### src/rtl/uart_rx.sv
// 8N1 UART receiver: synchronises rx, centre-samples each bit and reassembles
// the byte LSB-first, reporting a clean byte or a framing error as one-cycle pulses.
module uart_rx #(
  parameter int CLK_FREQ  = 50_000_000,
  parameter int BAUD_RATE = 115_200,
  parameter int DATA_BITS = 8
) (
  input  logic       sys_clk,
  input  logic       sys_rst_n,
  input  logic       rx,
  output logic [7:0] rx_data,
  output logic       rx_valid,
  output logic       rx_frame_err,
  output logic       rx_busy
);

  localparam logic [31:0] BIT_CYC  = 32'(CLK_FREQ / BAUD_RATE);
  localparam logic [31:0] HALF_CYC = BIT_CYC / 32'd2;
  localparam logic [3:0]  LAST_BIT = 4'(DATA_BITS - 1);

  typedef enum logic [2:0] {
    ST_IDLE  = 3'd0,
    ST_START = 3'd1,
    ST_DATA  = 3'd2,
    ST_STOP  = 3'd3,
    ST_BREAK = 3'd4
  } state_t;

  state_t      state, state_nxt;
  logic        rx_p0, rx_p1, rx_p2;
  logic [31:0] cnt_cyc, cnt_cyc_nxt;
  logic [3:0]  cnt_bit, cnt_bit_nxt;
  logic [7:0]  shift, shift_nxt;
  logic [7:0]  rx_data_nxt;
  logic        rx_valid_nxt, rx_frame_err_nxt;
  logic        start_edge;

  // rx_p0/rx_p1 form the synchroniser; rx_p2 is the history flop for edge detection
  assign start_edge = !rx_p1 && rx_p2;
  assign rx_busy    = (state != ST_IDLE);

  always_ff @(posedge sys_clk or negedge sys_rst_n) begin
    if (!sys_rst_n) begin
      rx_p0        <= 1'b1;
      rx_p1        <= 1'b1;
      rx_p2        <= 1'b1;
      state        <= ST_IDLE;
      cnt_cyc      <= '0;
      cnt_bit      <= '0;
      shift        <= '0;
      rx_data      <= '0;
      rx_valid     <= 1'b0;
      rx_frame_err <= 1'b0;
    end else begin
      rx_p0        <= rx;
      rx_p1        <= rx_p0;
      rx_p2        <= rx_p1;
      state        <= state_nxt;
      cnt_cyc      <= cnt_cyc_nxt;
      cnt_bit      <= cnt_bit_nxt;
      shift        <= shift_nxt;
      rx_data      <= rx_data_nxt;
      rx_valid     <= rx_valid_nxt;
      rx_frame_err <= rx_frame_err_nxt;
    end
  end

  always_comb begin
    state_nxt        = state;
    cnt_cyc_nxt      = cnt_cyc;
    cnt_bit_nxt      = cnt_bit;
    shift_nxt        = shift;
    rx_data_nxt      = rx_data;
    rx_valid_nxt     = 1'b0;
    rx_frame_err_nxt = 1'b0;
    case (state)
      ST_IDLE: begin
        cnt_cyc_nxt = '0;
        cnt_bit_nxt = '0;
        shift_nxt   = '0;
        if (start_edge) state_nxt = ST_START;
      end
      ST_START: begin
        if (cnt_cyc == HALF_CYC - 32'd1) begin
          cnt_cyc_nxt = '0;
          // a line that is high again at mid-start was a glitch
          state_nxt   = rx_p1 ? ST_IDLE : ST_DATA;
        end else begin
          cnt_cyc_nxt = cnt_cyc + 32'd1;
        end
      end
      ST_DATA: begin
        if (cnt_cyc == BIT_CYC - 32'd1) begin
          cnt_cyc_nxt               = '0;
          shift_nxt[cnt_bit[2:0]]   = rx_p1;
          cnt_bit_nxt               = cnt_bit + 4'd1;
          if (cnt_bit == LAST_BIT) state_nxt = ST_STOP;
        end else begin
          cnt_cyc_nxt = cnt_cyc + 32'd1;
        end
      end
      ST_STOP: begin
        if (cnt_cyc == BIT_CYC - 32'd1) begin
          cnt_cyc_nxt = '0;
          cnt_bit_nxt = '0;
          if (rx_p1) begin
            rx_data_nxt  = shift;
            rx_valid_nxt = 1'b1;
            state_nxt    = ST_IDLE;
          end else begin
            rx_frame_err_nxt = 1'b1;
            state_nxt        = ST_BREAK;
          end
        end else begin
          cnt_cyc_nxt = cnt_cyc + 32'd1;
        end
      end
      ST_BREAK: begin
        // hold off until the line recovers so a stuck-low rx cannot retrigger
        cnt_cyc_nxt = '0;
        if (rx_p1) state_nxt = ST_IDLE;
      end
      default: begin
        state_nxt   = ST_IDLE;
        cnt_cyc_nxt = '0;
        cnt_bit_nxt = '0;
      end
    endcase
  end

endmodule

### config.mk
export PLATFORM = sky130hd
export DESIGN_NAME = uart_rx
export DESIGN_NICKNAME = d
export VERILOG_FILES = /design/src/rtl/uart_rx.sv
export SDC_FILE = /design/constraint.sdc
export NUM_CORES = 1
export LEC_CHECK = 0
export CAP_MARGIN = 20
export CORE_MARGIN = 4
export CORE_UTILIZATION = 30
export DETAILED_ROUTE_END_ITERATION = 16
export REMOVE_ABC_BUFFERS = 1
export SLEW_MARGIN = 20
export SYNTH_ARGS = -nofsm -noshare
export SYNTH_HDL_FRONTEND = slang
export SYNTH_SLANG_ARGS = --single-unit
### constraint.sdc
create_clock -name sys_clk -period 3.7 [get_ports sys_clk]
set_clock_uncertainty 0.05 [all_clocks]
set_input_delay 0.925 -clock sys_clk [delete_from_list [all_inputs] [get_ports sys_clk]]
set_output_delay 0.925 -clock sys_clk [all_outputs]
set_load 0.1 [all_outputs]
# Word-level counts from Yosys, hierarchy flattened

Index checks and enable logic that the tools add are counted.
Widths: inputs -> output; s select.

Add/sub/neg operators: 2
Multiply operators: 0
Divide/modulo/power cells: 0
$lt $le $gt $ge: 2
Equal/unequal tests: 13
Shifts and indexed selects: 0
Mux-type cells: 26
Bitwise operators: 1
Reductions and logical operators: 12

Operators by type and width:

| cell                  | count |
|---|---|
| $mux 32               | 2 |
| $pmux 32 s2           | 1 |
| $add 32x1->32 const B | 1 |
| $eq 32x8->1 const B   | 1 |
| $eq 32x9->1 const B   | 1 |
| $mux 3                | 7 |
| $pmux 8 s2            | 1 |
| $pmux 3 s5            | 1 |
| $ne 2x2->1 const B    | 6 |
| $pmux 4 s3            | 1 |
| $bwmux 8              | 1 |
| $mux 4                | 2 |
| $mux 8                | 1 |
| $mux 1                | 7 |
| $eq 3x2->1 const B    | 2 |
| $reduce_and 3->1      | 2 |
| $reduce_and 6->1      | 1 |
| $add 4x1->4 const B   | 1 |
| $eq 4x3->1 const B    | 1 |
| $lt 3x4->1 const B    | 1 |
| $reduce_or 2->1       | 2 |
| $demux 1 s3           | 1 |
| $eq 3x1->1 const B    | 1 |
| $eq 3x3->1 const B    | 1 |
| other kinds (9)       | 10 |

Register bits: 60
Latch bits: 0
Bits in writable memories: 0
ROM bits: 0
Input bits: 3
Output and inout port bits: 11
Memories kept: 0

# Depth between registers and ports, before layout

Depth in word-level cells: 7
Depth in mapped cells: 8
Mapped depth without buffers: 7

# Worst setup path before layout

OpenSTA, ideal clock, no wires.

Kind: reg-to-output
Start point: register state[0]
End point: output port rx_busy
Data arrival time: 1.429 ns
Required time: 2.725 ns
Slack: 1.296 ns
Cell stages (with the launch flop): 3
Path buffers: 1
Cells stage by stage: dfrtp_1 > or3_1 > clkbuf_1

Word-level cells in the longest chain between the ends: 1

Ends and longest elaborated chain:

| what                   | line | source |
|---|---|---|
| start, declared        | 29   | `state_t state, state_nxt;` |
| start signal, assigned | 58   | `state <= state_nxt;` |
| $reduce_bool 3->1      | 40   | `assign rx_busy = (state != ST_IDLE);` |
| end, declared          | 14   | `output logic rx_busy` |

Every way passes these cells.

# Worst setup path in the final report

Same ends and word-level chain as after synthesis.

==> flow_summary.json <==
{
  "clock-sinks": 60,
  "cts_tree": "yes",
  "gp_congestion": 0.815,
  "place_inst": 444,
  "clk_latency_ns": 0.33,
  "setup_viol": 0,
  "die-height_um": 109,
  "fin_nets": 329,
  "start_util_pct": 31.1,
  "vias": 2288,
  "drt_iter0_drc": 80,
  "cts_buffer_depth": 2,
  "hold_viol_final": 0,
  "ctsHoldBuffers": 0,
  "grt_max_degree": 61,
  "crit_type": "flop to output port",
  "post-cts-setup-buffers": 0,
  "fin_cells": 460,
  "design.die.area_um2": 12000,
  "drv_slew": 0,
  "syn_area_um2": 3080,
  "place_ws_ns": 1.09,
  "cts_max_level": 3,
  "power_density_nw_per_um2": 432,
  "layout_setup_ws_ns": 0.861,
  "final_antenna_net_count": 0,
  "avgSynthCellArea_um2": 9.97,
  "slew_headroom_pct": 30.5,
  "overflow": 0,
  "crit_fanout": 23,
  "drive_above_1_share_pct": 12.8,
  "hp-class": "flop to flop",
  "rows": 36,
  "viasPerCell": 4.97,
  "first_global_vias": 2319,
  "die_w_um": 109,
  "totalWireLength_mm": 6.32,
  "cp_data_arrival_time_ns": 1.86,
  "synth_mux_area_share_pct": 3.25,
  "fin_crit_sh_pct": 76.7,
  "nFillCells": 1033,
  "clkSlewWorstSetupHoldPaths_ns": 0.07,
  "first_pass_iters": 4,
  "io_pins": 14,
  "cp.required_ns": 2.72,
  "fmax_ghz": 0.352,
  "port_buffers": 13,
  "seq_area_frac_synth_pct": 48.8,
  "cts-resized-gates": 0,
  "drc": 0,
  "p_leak_uw": 0.00153,
  "period_minus_slack_ns": 2.84,
  "synth-edff-count": 0,
  "synth_top_flop_cell": "dfrtp_1",
  "grt_pass1_wl_mm": 11.4,
  "synthSimpleGateAreaFrac_pct": 27.3,
  "dp_hpwl_mm": 4.19,
  "grt.total_usage_pct": 12.0,
  "async_flop_share_pct": 100,
  "wl_per_cell_um": 13.7,
  "final.setup.tns_ns": 0,
  "worst_pin_slew_ns": 1.03,
  "maxCapViolations": 0,
  "synth_fa_ha_area_share_pct": 1.62,
  "synthDistinctLibCells": 49,
  "antenna_found_initial": 0,
  "peakVddDrop_uv": 156,
  "synth_top_family_by_area": "simple AND/OR/NAND/NOR gates",
  "antenna_cells": 0,
  "root_buffer": "clkbuf_8",
  "synth-seq-cells": 60,
  "synth_cells": 309,
  "worstSetupStartpointType": "flop",
  "area_growth_pct": 14.8,
  "synth_compound_area_share_pct": 6.86,
  "status": "complete, no violations",
  "synth_xor_area_share_pct": 8.81,
  "cts_buffers": 9,
  "end_kind": "output port",
  "core_area_um2": 9910,
  "rsz0062_at_grt": "false",
  "yosysWarningCount": 0
}
==> metal layers <==
layer,GRT usage (%),wire (µm),vias to the layer above
li1,-,-,1122
met1,16.3,3100,1137
met4,2.94,25,0
met5,0,0,-
met3,3.93,242,2
met2,18.4,2950,27
==> per-stage QoR <==
step / area (µm²) / hold slack (ns) / total power, µW / utilization (%)
final: 3540 / 0.306 / 1530 / 35.7
after global placement: 3310 / 0.296 / 890 / 33.4
after CTS: 3530 / 0.307 / 1560 / 35.6
after detailed placement: 3310 / 0.297 / 897 / 33.4
after global routing: 3540 / 0.308 / 1620 / 35.7
after floorplan: 3000 / 0.295 / 848 / -
==> state kept, by name (all words and copies together) (netlist names) <==
name / cells
rx_p1: 1
cnt_bit: 4
rx_p2: 1
rx_valid: 1
rx_frame_err: 1
shift: 8
cnt_cyc: 32
rx_data: 8
rx_p0: 1
state: 3
==> cell type report <==
cell class / instances / area (µm²) / share of cell area [%]
tap: 133 / 166 / 4.70
clock buffer: 11 / 141 / 4.00
multi-input combinational: 229 / 1480 / 41.9
sequential: 60 / 1510 / 42.6
timing repair buffer: 16 / 145 / 4.10
inverter: 6 / 22.5 / 0.637
clock inverter: 5 / 75.1 / 2.12
==> synthesized netlist by cell type, types with 2 or more instances <==
master | number | area share (%)
nor4_2 | 2 | 0.81
and4_1 | 2 | 0.57
o211ai_1 | 4 | 0.97
a31o_2 | 3 | 0.85
nor2b_1 | 3 | 0.61
nand4_1 | 17 | 3.5
inv_1 | 6 | 0.73
nor3_1 | 8 | 1.3
xor2_1 | 18 | 5.1
nor3b_1 | 2 | 0.49
dfrtp_1 | 57 | 46
and2_1 | 3 | 0.61
or3_1 | 4 | 0.81
dfstp_2 | 3 | 2.6
o21ai_0 | 4 | 0.65
nor4_1 | 9 | 1.8
a21oi_1 | 2 | 0.32
nand2b_1 | 3 | 0.61
a31oi_1 | 3 | 0.61
nand3_1 | 22 | 3.6
xnor2_1 | 13 | 3.7
ha_1 | 4 | 1.6
clkbuf_1 | 9 | 1.1
buf_6 | 3 | 1.1
and3_1 | 8 | 1.6
o31ai_1 | 3 | 0.73
mux2_2 | 8 | 2.9
nor2_1 | 46 | 5.6
nand2_1 | 20 | 2.4
==> worst max-delay path, cell delays in order, from the launching register on <==
cell,delay [ns]
dfrtp_1,0.83
or3_1,0.35
buf_4,0.34
==> cells by family (layout without fill, tap and decap cells) <==
group           count (synthesis)  in the layout
mux                             9              9
simple gates                  158            158
flops                          60             60
buf+inv                        20             38
xor+xnor                       31             31
fa+ha+maj                       4              4
compound gates                 27             27
==> report_power, final <==
group          leakage (µW)  total [µW]  internal [µW]  switching (µW)
logic              0.000607         129           54.3            75.2
clock network      0.000113         647            394             253
registers          0.000810         751            697            54.8
==> final timing paths <==
check                                      start                      to  slack, ns  cells after the start
max                         state[0]$_DFFE_PN0P_                 rx_busy       0.86                      2
min                              rx_p0$_DFF_PN1_         rx_p1$_DFF_PN1_       0.31                      0
max reg2reg                cnt_cyc[20]$_DFF_PN0_   cnt_cyc[30]$_DFF_PN0_       1.07                      6
min reg2reg                      rx_p0$_DFF_PN1_         rx_p1$_DFF_PN1_       0.31                      0
max in group asynchronous              sys_rst_n   cnt_cyc[29]$_DFF_PN0_       2.41                      2
min in group asynchronous              sys_rst_n  cnt_bit[1]$_DFFE_PN0P_       0.70                      2
==> cell usage in the layout (no fill, tap or decap), drive strengths merged, types with 9 or more instances in the layout <==
cell and instances:
clkbuf 11, clkdlybuf4s50 11, dfrtp 57, nand2 20, nand3 22, nand4 17
nor2 47, nor3 9, nor4 11, xnor2 13, xor2 18
No activity file was read; power rests on OpenSTA's default activity.
